### config.mk
export PLATFORM = sky130hd
export DESIGN_NAME = uart_cmd_parser
export DESIGN_NICKNAME = d
export VERILOG_FILES = /design/src/rtl/uart_cmd_parser_pkg.sv /design/src/rtl/uart_cmd_parser_ascii_digit_decode.sv /design/src/rtl/uart_cmd_parser.sv
export SDC_FILE = /design/constraint.sdc
export NUM_CORES = 1
export LEC_CHECK = 0
export CAP_MARGIN = 10
export CORE_ASPECT_RATIO = 1.1
export CORE_MARGIN = 5
export CORE_UTILIZATION = 55
export DETAILED_ROUTE_END_ITERATION = 7
export PLACE_DENSITY = 0.86
export SLEW_MARGIN = 20
export SYNTH_ARGS = -nofsm -noshare
export SYNTH_HDL_FRONTEND = slang
export SYNTH_SLANG_ARGS = --single-unit
### constraint.sdc
create_clock -name clk_50M -period 3.91 [get_ports clk_50M]
set_clock_uncertainty 0.05 [all_clocks]
set_input_delay 0.5865 -clock clk_50M [delete_from_list [all_inputs] [get_ports clk_50M]]
set_output_delay 0.5865 -clock clk_50M [all_outputs]
set_load 0.05 [all_outputs]
### src/rtl/uart_cmd_parser_pkg.sv
// Shared types and constants for the UART "#SS,EE\n" command parser.
// The parser top and the ASCII digit decoder both use these.
package uart_cmd_parser_pkg;

    typedef enum logic [2:0] {
        ST_IDLE,
        ST_SP_T,
        ST_SP_U,
        ST_SEP,
        ST_EP_T,
        ST_EP_U,
        ST_TERM,
        ST_REQ
    } state_t;

    localparam logic [7:0] ASCII_HASH  = 8'h23;
    localparam logic [7:0] ASCII_COMMA = 8'h2C;
    localparam logic [7:0] ASCII_LF    = 8'h0A;
    localparam logic [7:0] ASCII_CR    = 8'h0D;
    localparam logic [7:0] ASCII_ZERO  = 8'h30;

    localparam int unsigned NODE_W           = 5;
    localparam int unsigned MAX_NODE_DEFAULT = 29;

    // Two decimal digits fit in 7 bits (max 99).
    function automatic logic [6:0] node_value(input logic [3:0] tens, input logic [3:0] units);
        return (7'(tens) * 7'd10) + 7'(units);
    endfunction

endpackage

### src/rtl/uart_cmd_parser_ascii_digit_decode.sv
// Combinational ASCII '0'..'9' classifier and value extractor.
module ascii_digit_decode
    import uart_cmd_parser_pkg::*;
(
    input  logic [7:0] i_byte,
    output logic       o_is_digit,
    output logic [3:0] o_value
);

    logic [7:0] w_off;

    // Bytes below '0' wrap to large values, so a single compare covers both bounds.
    assign w_off      = i_byte - ASCII_ZERO;
    assign o_is_digit = (w_off < 8'd10);
    assign o_value    = w_off[3:0];

endmodule

### src/rtl/uart_cmd_parser.sv
// Parses "#SS,EE\n" frames from a UART byte stream into SP/EP node indices and
// hands them to the path planner with a start_req/start_ack handshake.
module uart_cmd_parser
    import uart_cmd_parser_pkg::*;
#(
    parameter int unsigned MAX_NODE       = MAX_NODE_DEFAULT,
    parameter int unsigned TIMEOUT_CYCLES = 5_000_000
) (
    input  logic              clk_50M,
    input  logic              reset,
    input  logic [7:0]        rx_msg,
    input  logic              rx_complete,
    input  logic              start_ack,
    output logic [NODE_W-1:0] SP,
    output logic [NODE_W-1:0] EP,
    output logic              start_req,
    output logic              frame_err,
    output logic              byte_drop
);

    localparam int unsigned      CNT_W      = (TIMEOUT_CYCLES > 1) ? $clog2(TIMEOUT_CYCLES) : 1;
    localparam logic [CNT_W-1:0] CNT_LAST   = CNT_W'(TIMEOUT_CYCLES - 1);
    localparam logic [6:0]       MAX_NODE_7 = 7'(MAX_NODE);

    state_t            r_state;
    logic [3:0]        r_tens;
    logic [NODE_W-1:0] r_sp_pend;
    logic [NODE_W-1:0] r_ep_pend;
    logic [NODE_W-1:0] r_sp;
    logic [NODE_W-1:0] r_ep;
    logic              r_start_req;
    logic              r_frame_err;
    logic              r_byte_drop;
    logic [CNT_W-1:0]  r_cnt;

    logic       w_is_digit;
    logic [3:0] w_digit;
    logic [6:0] w_node;

    ascii_digit_decode u_digit (
        .i_byte     (rx_msg),
        .o_is_digit (w_is_digit),
        .o_value    (w_digit)
    );

    assign w_node = node_value(r_tens, w_digit);

    always_ff @(posedge clk_50M) begin
        if (reset) begin
            r_state     <= ST_IDLE;
            r_tens      <= '0;
            r_sp_pend   <= '0;
            r_ep_pend   <= '0;
            r_sp        <= '0;
            r_ep        <= '0;
            r_start_req <= 1'b0;
            r_frame_err <= 1'b0;
            r_byte_drop <= 1'b0;
            r_cnt       <= '0;
        end else begin
            r_frame_err <= 1'b0;
            r_byte_drop <= 1'b0;
            case (r_state)
                ST_IDLE: begin
                    r_cnt <= '0;
                    if (rx_complete && rx_msg == ASCII_HASH)
                        r_state <= ST_SP_T;
                end
                ST_REQ: begin
                    r_cnt <= '0;
                    if (rx_complete)
                        r_byte_drop <= 1'b1;
                    if (start_ack) begin
                        r_state     <= ST_IDLE;
                        r_start_req <= 1'b0;
                    end
                end
                default: begin
                    // In-frame states: a byte always beats a simultaneous timeout.
                    if (rx_complete) begin
                        r_cnt <= '0;
                        if (rx_msg == ASCII_HASH) begin
                            r_frame_err <= 1'b1;
                            r_state     <= ST_SP_T;
                        end else begin
                            case (r_state)
                                ST_SP_T, ST_EP_T: begin
                                    if (w_is_digit) begin
                                        r_tens  <= w_digit;
                                        r_state <= (r_state == ST_SP_T) ? ST_SP_U : ST_EP_U;
                                    end else begin
                                        r_frame_err <= 1'b1;
                                        r_state     <= ST_IDLE;
                                    end
                                end
                                ST_SP_U, ST_EP_U: begin
                                    if (!w_is_digit || w_node > MAX_NODE_7) begin
                                        r_frame_err <= 1'b1;
                                        r_state     <= ST_IDLE;
                                    end else if (r_state == ST_SP_U) begin
                                        r_sp_pend <= w_node[NODE_W-1:0];
                                        r_state   <= ST_SEP;
                                    end else begin
                                        r_ep_pend <= w_node[NODE_W-1:0];
                                        r_state   <= ST_TERM;
                                    end
                                end
                                ST_SEP: begin
                                    if (rx_msg == ASCII_COMMA) begin
                                        r_state <= ST_EP_T;
                                    end else begin
                                        r_frame_err <= 1'b1;
                                        r_state     <= ST_IDLE;
                                    end
                                end
                                ST_TERM: begin
                                    if (rx_msg == ASCII_LF) begin
                                        r_sp        <= r_sp_pend;
                                        r_ep        <= r_ep_pend;
                                        r_start_req <= 1'b1;
                                        r_state     <= ST_REQ;
                                    end else if (rx_msg != ASCII_CR) begin
                                        r_frame_err <= 1'b1;
                                        r_state     <= ST_IDLE;
                                    end
                                end
                                default: begin
                                end
                            endcase
                        end
                    end else if (r_cnt == CNT_LAST) begin
                        r_frame_err <= 1'b1;
                        r_state     <= ST_IDLE;
                        r_cnt       <= '0;
                    end else begin
                        r_cnt <= r_cnt + CNT_W'(1);
                    end
                end
            endcase
        end
    end

    assign SP        = r_sp;
    assign EP        = r_ep;
    assign start_req = r_start_req;
    assign frame_err = r_frame_err;
    assign byte_drop = r_byte_drop;

endmodule

==> metrics.md <==
| Metric | Value |
|---|---|
| Fraction of layout cells with a size suffix above 1 | `5.672%` |
| Type of element launching the critical path | `flip-flop` |
| Total met3 wirelength after detailed routing | `206 um` |
| Multi-input logic area | `1623 um2` |
| Met1 wire length | `between 2000 and 2500 um` |
| Fraction of the mapped netlist area in adder cells | `approximately 4.6%` |
| Reg-to-reg slack, setup | `910 ps` |
| Cts repair resizes | `0` |
| Remaining number of nets flagged by the antenna check after routing | `0` |
| Fraction of the yosys area taken by sequential cells | `38.16%` |
| Overall die area | `between 6000 and 7000 um2` |
| # H-tree levels | `2` |
| Buffering stage count on the worst path with inverters included | `0` |
| Placeable core area | `4966 um2` |
| Drt via density | `5.789` |
| Clock transition at the registers of the reported paths | `100 ps` |
| Worst Path Arrival | `between 3000 and 4000 ps` |
| Yosys top cell area share | `38.16%` |
| Footprint of the flip-flops and latches | `1061 um2` |
| Detailed-route wire length per cell | `13.93 um` |
| Normalized max-slew margin | `49.52%` |
| Multiplexer fraction of the synthesized cell area | `roughly 7%` |
| Final-report max-slew violation count | `0` |
| Utilization after layout | `between 60 and 70%` |
| Total number of yosys warnings | `0` |
| Overflow left after global routing | `0` |
| Xor and xnor area share after synthesis | `under 10%` |
| Post-synthesis instance area | `2780 um2` |
| Timing-limited maximum frequency | `0.3334 GHz` |
| Row count | `27` |
| Category of the critical setup timing path | `reg2reg` |
| Width of the die | `77.79 um` |
| Cell-by-cell listing of the critical path | `ha_1 -> ha_1 -> fa_1 -> o211ai_1 -> or3_1 -> a21oi_2 -> and3_1 -> nand4b_4 -> mux2_4` |
| Crit path max-delay family | `adder cells` |
| Worst vdd rail ir drop | `0.0001883 V` |
| Top FF cell, synth | `sky130_fd_sc_hd__dfxtp_1` |
| Ant. Diodes | `0` |
| CTS buffer count | `5` |
| Leakage component of the power | `1.057 nW` |
| WL met2 | `approximately 2700 um` |
| Total via count after detailed routing | `2275` |
| Main combinational cell family by area after synthesis | `simple AND/OR/NAND/NOR gates` |
| Cell type with the largest total area after synthesis | `sky130_fd_sc_hd__dfxtp_1` |
| Setup Total Neg Slack | `0 ps` |
| Starting density of the core | `a little under three fifths` |
| CTS tree | `yes` |
| Fill cell total of the finished layout | `between 400 and 500` |
| Synthesized net count | `between 300 and 400` |
| Root cell of the clock tree | `sky130_fd_sc_hd__clkbuf_8` |
| Setup repair after global routing missed its margin | `false` |
| Complex-gate fraction of the synthesized area | `10.08%` |
| Final Hold Viols | `0` |
| Chip Height | `84.57 um` |
| Top cells by area, synth | `sky130_fd_sc_hd__dfxtp_1 (38%), sky130_fd_sc_hd__nor2_1 (6.6%), sky130_fd_sc_hd__mux2i_1 (6.5%)` |
| Share of the cycle needed by the critical path after routing | `76.71%` |
| TritonRoute pass-1 iters | `5` |
| Total global-route track usage | `17.08%` |
| Most used cell, CP | `sky130_fd_sc_hd__ha_1` |
| Hold-fix buffer count after cts | `0` |
| Clock sinks | `53` |
| Number of flops mapped to enable cells by yosys | `0` |
| # port buffers | `24` |
| Fraction of registers with async set or reset after synthesis | `0%` |
| Reg-to-reg endpoint | `r_sp_pend[2]` |
| Total half-perimeter wirelength after legalization and detailed placement | `4028 um` |
| Longest Clk Path Bufs | `2` |
| Power Dens Cells | `around 280 nW/um2` |
| # setup viols final | `0` |
| Source-to-sink clock delay at the later pin of the worst-skew pair | `310 ps` |
| Nets | `356` |
| Worst Path Required | `about 4000 ps` |
| Worst-Margin Slew | `between 700 and 800 ps` |
| Wire length of the first global-routing pass | `between 9000 and 10000 um` |
| Total I/O pin count | `25` |
| Max FO, Critical Path | `6` |
| Number of synthesized register bits | `53` |
| Hold Path Stages | `2` |
| Maximum number of pins on one net before global-route repair | `38` |
| Simple-gate area share of the yosys netlist | `29.12%` |
| Cell count after synthesis | `316` |
| Uppermost layer routed | `met4` |
| Outcome | `finished, final reports clean` |
| Signed area change from the synthesized netlist to the final layout | `12.33%` |
| Min-Delay Startpoint | `r_sp_pend[1]` |
| Number of remaining DRC errors | `0` |
| Initial antenna violation count | `0` |
| Delay contributed by the slowest stage of the critical path | `roughly 520 ps` |
| Final weighted congestion in routability-driven placement | `0.9272` |
| Max cap viols | `0` |
| Minimum clock period after layout | `about 3000 ps` |
| Library cell contributing the largest single delay on the critical path | `sky130_fd_sc_hd__fa_1` |
| CP Capture Type | `flip-flop` |
| Drt total wl | `5473 um` |
| Number of distinct library cells after synthesis | `53` |
| Hold Path Sink | `r_sp_pend[1]` |
| Cell depth of the worst flop-to-flop path | `9` |
| Vias in the first global route | `roughly 2300` |
| Tightest Hold Check Type | `reg2reg` |
| Detailed router's first-iteration violation count | `~180` |
| Post-CTS setup buffer count | `0` |
| Source of the worst register-to-register timing path | `r_tens[1]` |
| Post-Synthesis Mean Instance Area | `8.798 um2` |
## flip-flops by register name, indices dropped and copies added, names as in the netlist, 3 cells and up
register,cells
r_state,3
r_cnt,23
SP,5
r_tens,4
EP,5
r_ep_pend,5
r_sp_pend,5
## layout make-up
type | instances | share of cell area (%)
Multi-Input combinational cell | 242 | 51.96
Sequential cell | 53 | 33.97
Timing Repair Buffer | 26 | 8.173
Tap cell | 58 | 2.324
Clock buffer | 5 | 2.204
Inverter | 7 | 0.8413
Clock inverter | 2 | 0.5208
## through the flow
step	instances	setup slack, ps	instance area [um2]	hold slack, ps	power, mW
4_1_cts	393	919.4	3123	439.5	0.8938
3_5_place_dp	386	629.0	3038	416.1	0.5931
5_1_grt	393	746.2	3123	467.4	0.9128
2_1_floorplan	316	1103	2780	387.5	0.5742
3_3_place_gp	386	745.6	3038	406.4	0.5927
6_report	393	910.6	3123	433.4	0.8830
## power breakdown
part           switching, mW  internal, mW
registers           0.000140         0.539
clock network          0.178         0.124
logic                 0.0218        0.0196
total                  0.200         0.683
## worst max path at each step
stage,cells past startpoint,start,slack (ps),endpoint
after floorplan,10,r_tens[1],1100,r_sp_pend[2]
after global placement,10,rx_msg[1],750,r_sp_pend[2]
after detailed placement,10,rx_msg[1],630,r_sp_pend[2]
after CTS,9,r_tens[1],920,r_sp_pend[2]
after global routing,9,r_tens[1],750,r_sp_pend[2]
final,9,r_tens[1],910,r_sp_pend[2]
## worst register-to-register path: stages, from the launching register on
cell and delay, ps:
sky130_fd_sc_hd__dfxtp_1 350, sky130_fd_sc_hd__ha_1 310, sky130_fd_sc_hd__ha_1 210, sky130_fd_sc_hd__fa_1 520
sky130_fd_sc_hd__o211ai_1 120, sky130_fd_sc_hd__or3_1 340, sky130_fd_sc_hd__a21oi_2 150, sky130_fd_sc_hd__and3_1 310
sky130_fd_sc_hd__nand4b_4 200, sky130_fd_sc_hd__mux2_4 340
## kinds of logic after synthesis
logic type / after synthesis
simple gates: 148
flops: 53
compound gates: 42
buf+inv: 21
xor+xnor: 24
fa+ha+maj: 9
mux: 19
## routing by layer
layer,track usage [%],vias to the layer above
li1,-,1151
met1,20.22,1059
met2,30.22,55
met3,2.468,10
met4,7.344,0
met5,0,-
## cell usage after synthesis, types with 3 or more instances
cell type,instances
sky130_fd_sc_hd__a211oi_1,3
sky130_fd_sc_hd__a21oi_1,6
sky130_fd_sc_hd__a31oi_1,4
sky130_fd_sc_hd__and3_1,7
sky130_fd_sc_hd__and4_1,3
sky130_fd_sc_hd__buf_2,5
sky130_fd_sc_hd__clkbuf_1,7
sky130_fd_sc_hd__dfxtp_1,53
sky130_fd_sc_hd__ha_1,7
sky130_fd_sc_hd__inv_1,6
sky130_fd_sc_hd__mux2i_1,18
sky130_fd_sc_hd__nand2_1,15
sky130_fd_sc_hd__nand2b_1,10
sky130_fd_sc_hd__nand3_1,15
sky130_fd_sc_hd__nand3b_1,6
sky130_fd_sc_hd__nand4_1,8
sky130_fd_sc_hd__nor2_1,49
sky130_fd_sc_hd__nor2b_1,8
sky130_fd_sc_hd__nor3_1,6
sky130_fd_sc_hd__nor3b_1,3
sky130_fd_sc_hd__o211ai_1,3
sky130_fd_sc_hd__o21ai_0,8
sky130_fd_sc_hd__o21ai_1,6
sky130_fd_sc_hd__or3_1,4
sky130_fd_sc_hd__xnor2_1,9
sky130_fd_sc_hd__xor2_1,15
## layout by cell type, fill, tap and decap left out, types with 2 or more instances in the layout
cell / synthesis / final
sky130_fd_sc_hd__nand3_1: 15 / 15
sky130_fd_sc_hd__xnor2_1: 9 / 9
sky130_fd_sc_hd__a21oi_1: 6 / 6
sky130_fd_sc_hd__nor3_2: 2 / 2
sky130_fd_sc_hd__nand4_1: 8 / 8
sky130_fd_sc_hd__o211ai_1: 3 / 3
sky130_fd_sc_hd__or3_1: 4 / 4
sky130_fd_sc_hd__clkbuf_8: 0 / 5
sky130_fd_sc_hd__a21boi_0: 2 / 2
sky130_fd_sc_hd__ha_1: 7 / 7
sky130_fd_sc_hd__dfxtp_1: 53 / 53
sky130_fd_sc_hd__a211oi_1: 3 / 3
sky130_fd_sc_hd__and4_1: 3 / 3
sky130_fd_sc_hd__clkdlybuf4s50_1: 0 / 24
sky130_fd_sc_hd__nand3b_1: 6 / 6
sky130_fd_sc_hd__nor3_1: 6 / 6
sky130_fd_sc_hd__o21ai_1: 6 / 6
sky130_fd_sc_hd__xor2_1: 15 / 15
sky130_fd_sc_hd__nand2_1: 15 / 15
sky130_fd_sc_hd__nand2b_1: 10 / 10
sky130_fd_sc_hd__o21ai_0: 8 / 8
sky130_fd_sc_hd__a31oi_1: 4 / 4
sky130_fd_sc_hd__fa_1: 2 / 2
sky130_fd_sc_hd__nor2_1: 49 / 49
sky130_fd_sc_hd__and3_1: 7 / 7
sky130_fd_sc_hd__nor2b_1: 8 / 8
sky130_fd_sc_hd__nor4_1: 2 / 2
sky130_fd_sc_hd__inv_1: 6 / 6
sky130_fd_sc_hd__mux2i_1: 18 / 18
sky130_fd_sc_hd__nor3b_1: 3 / 3
sky130_fd_sc_hd__buf_4: 1 / 2
sky130_fd_sc_hd__nor4b_1: 2 / 2
No activity file was read; power rests on OpenSTA's default activity.
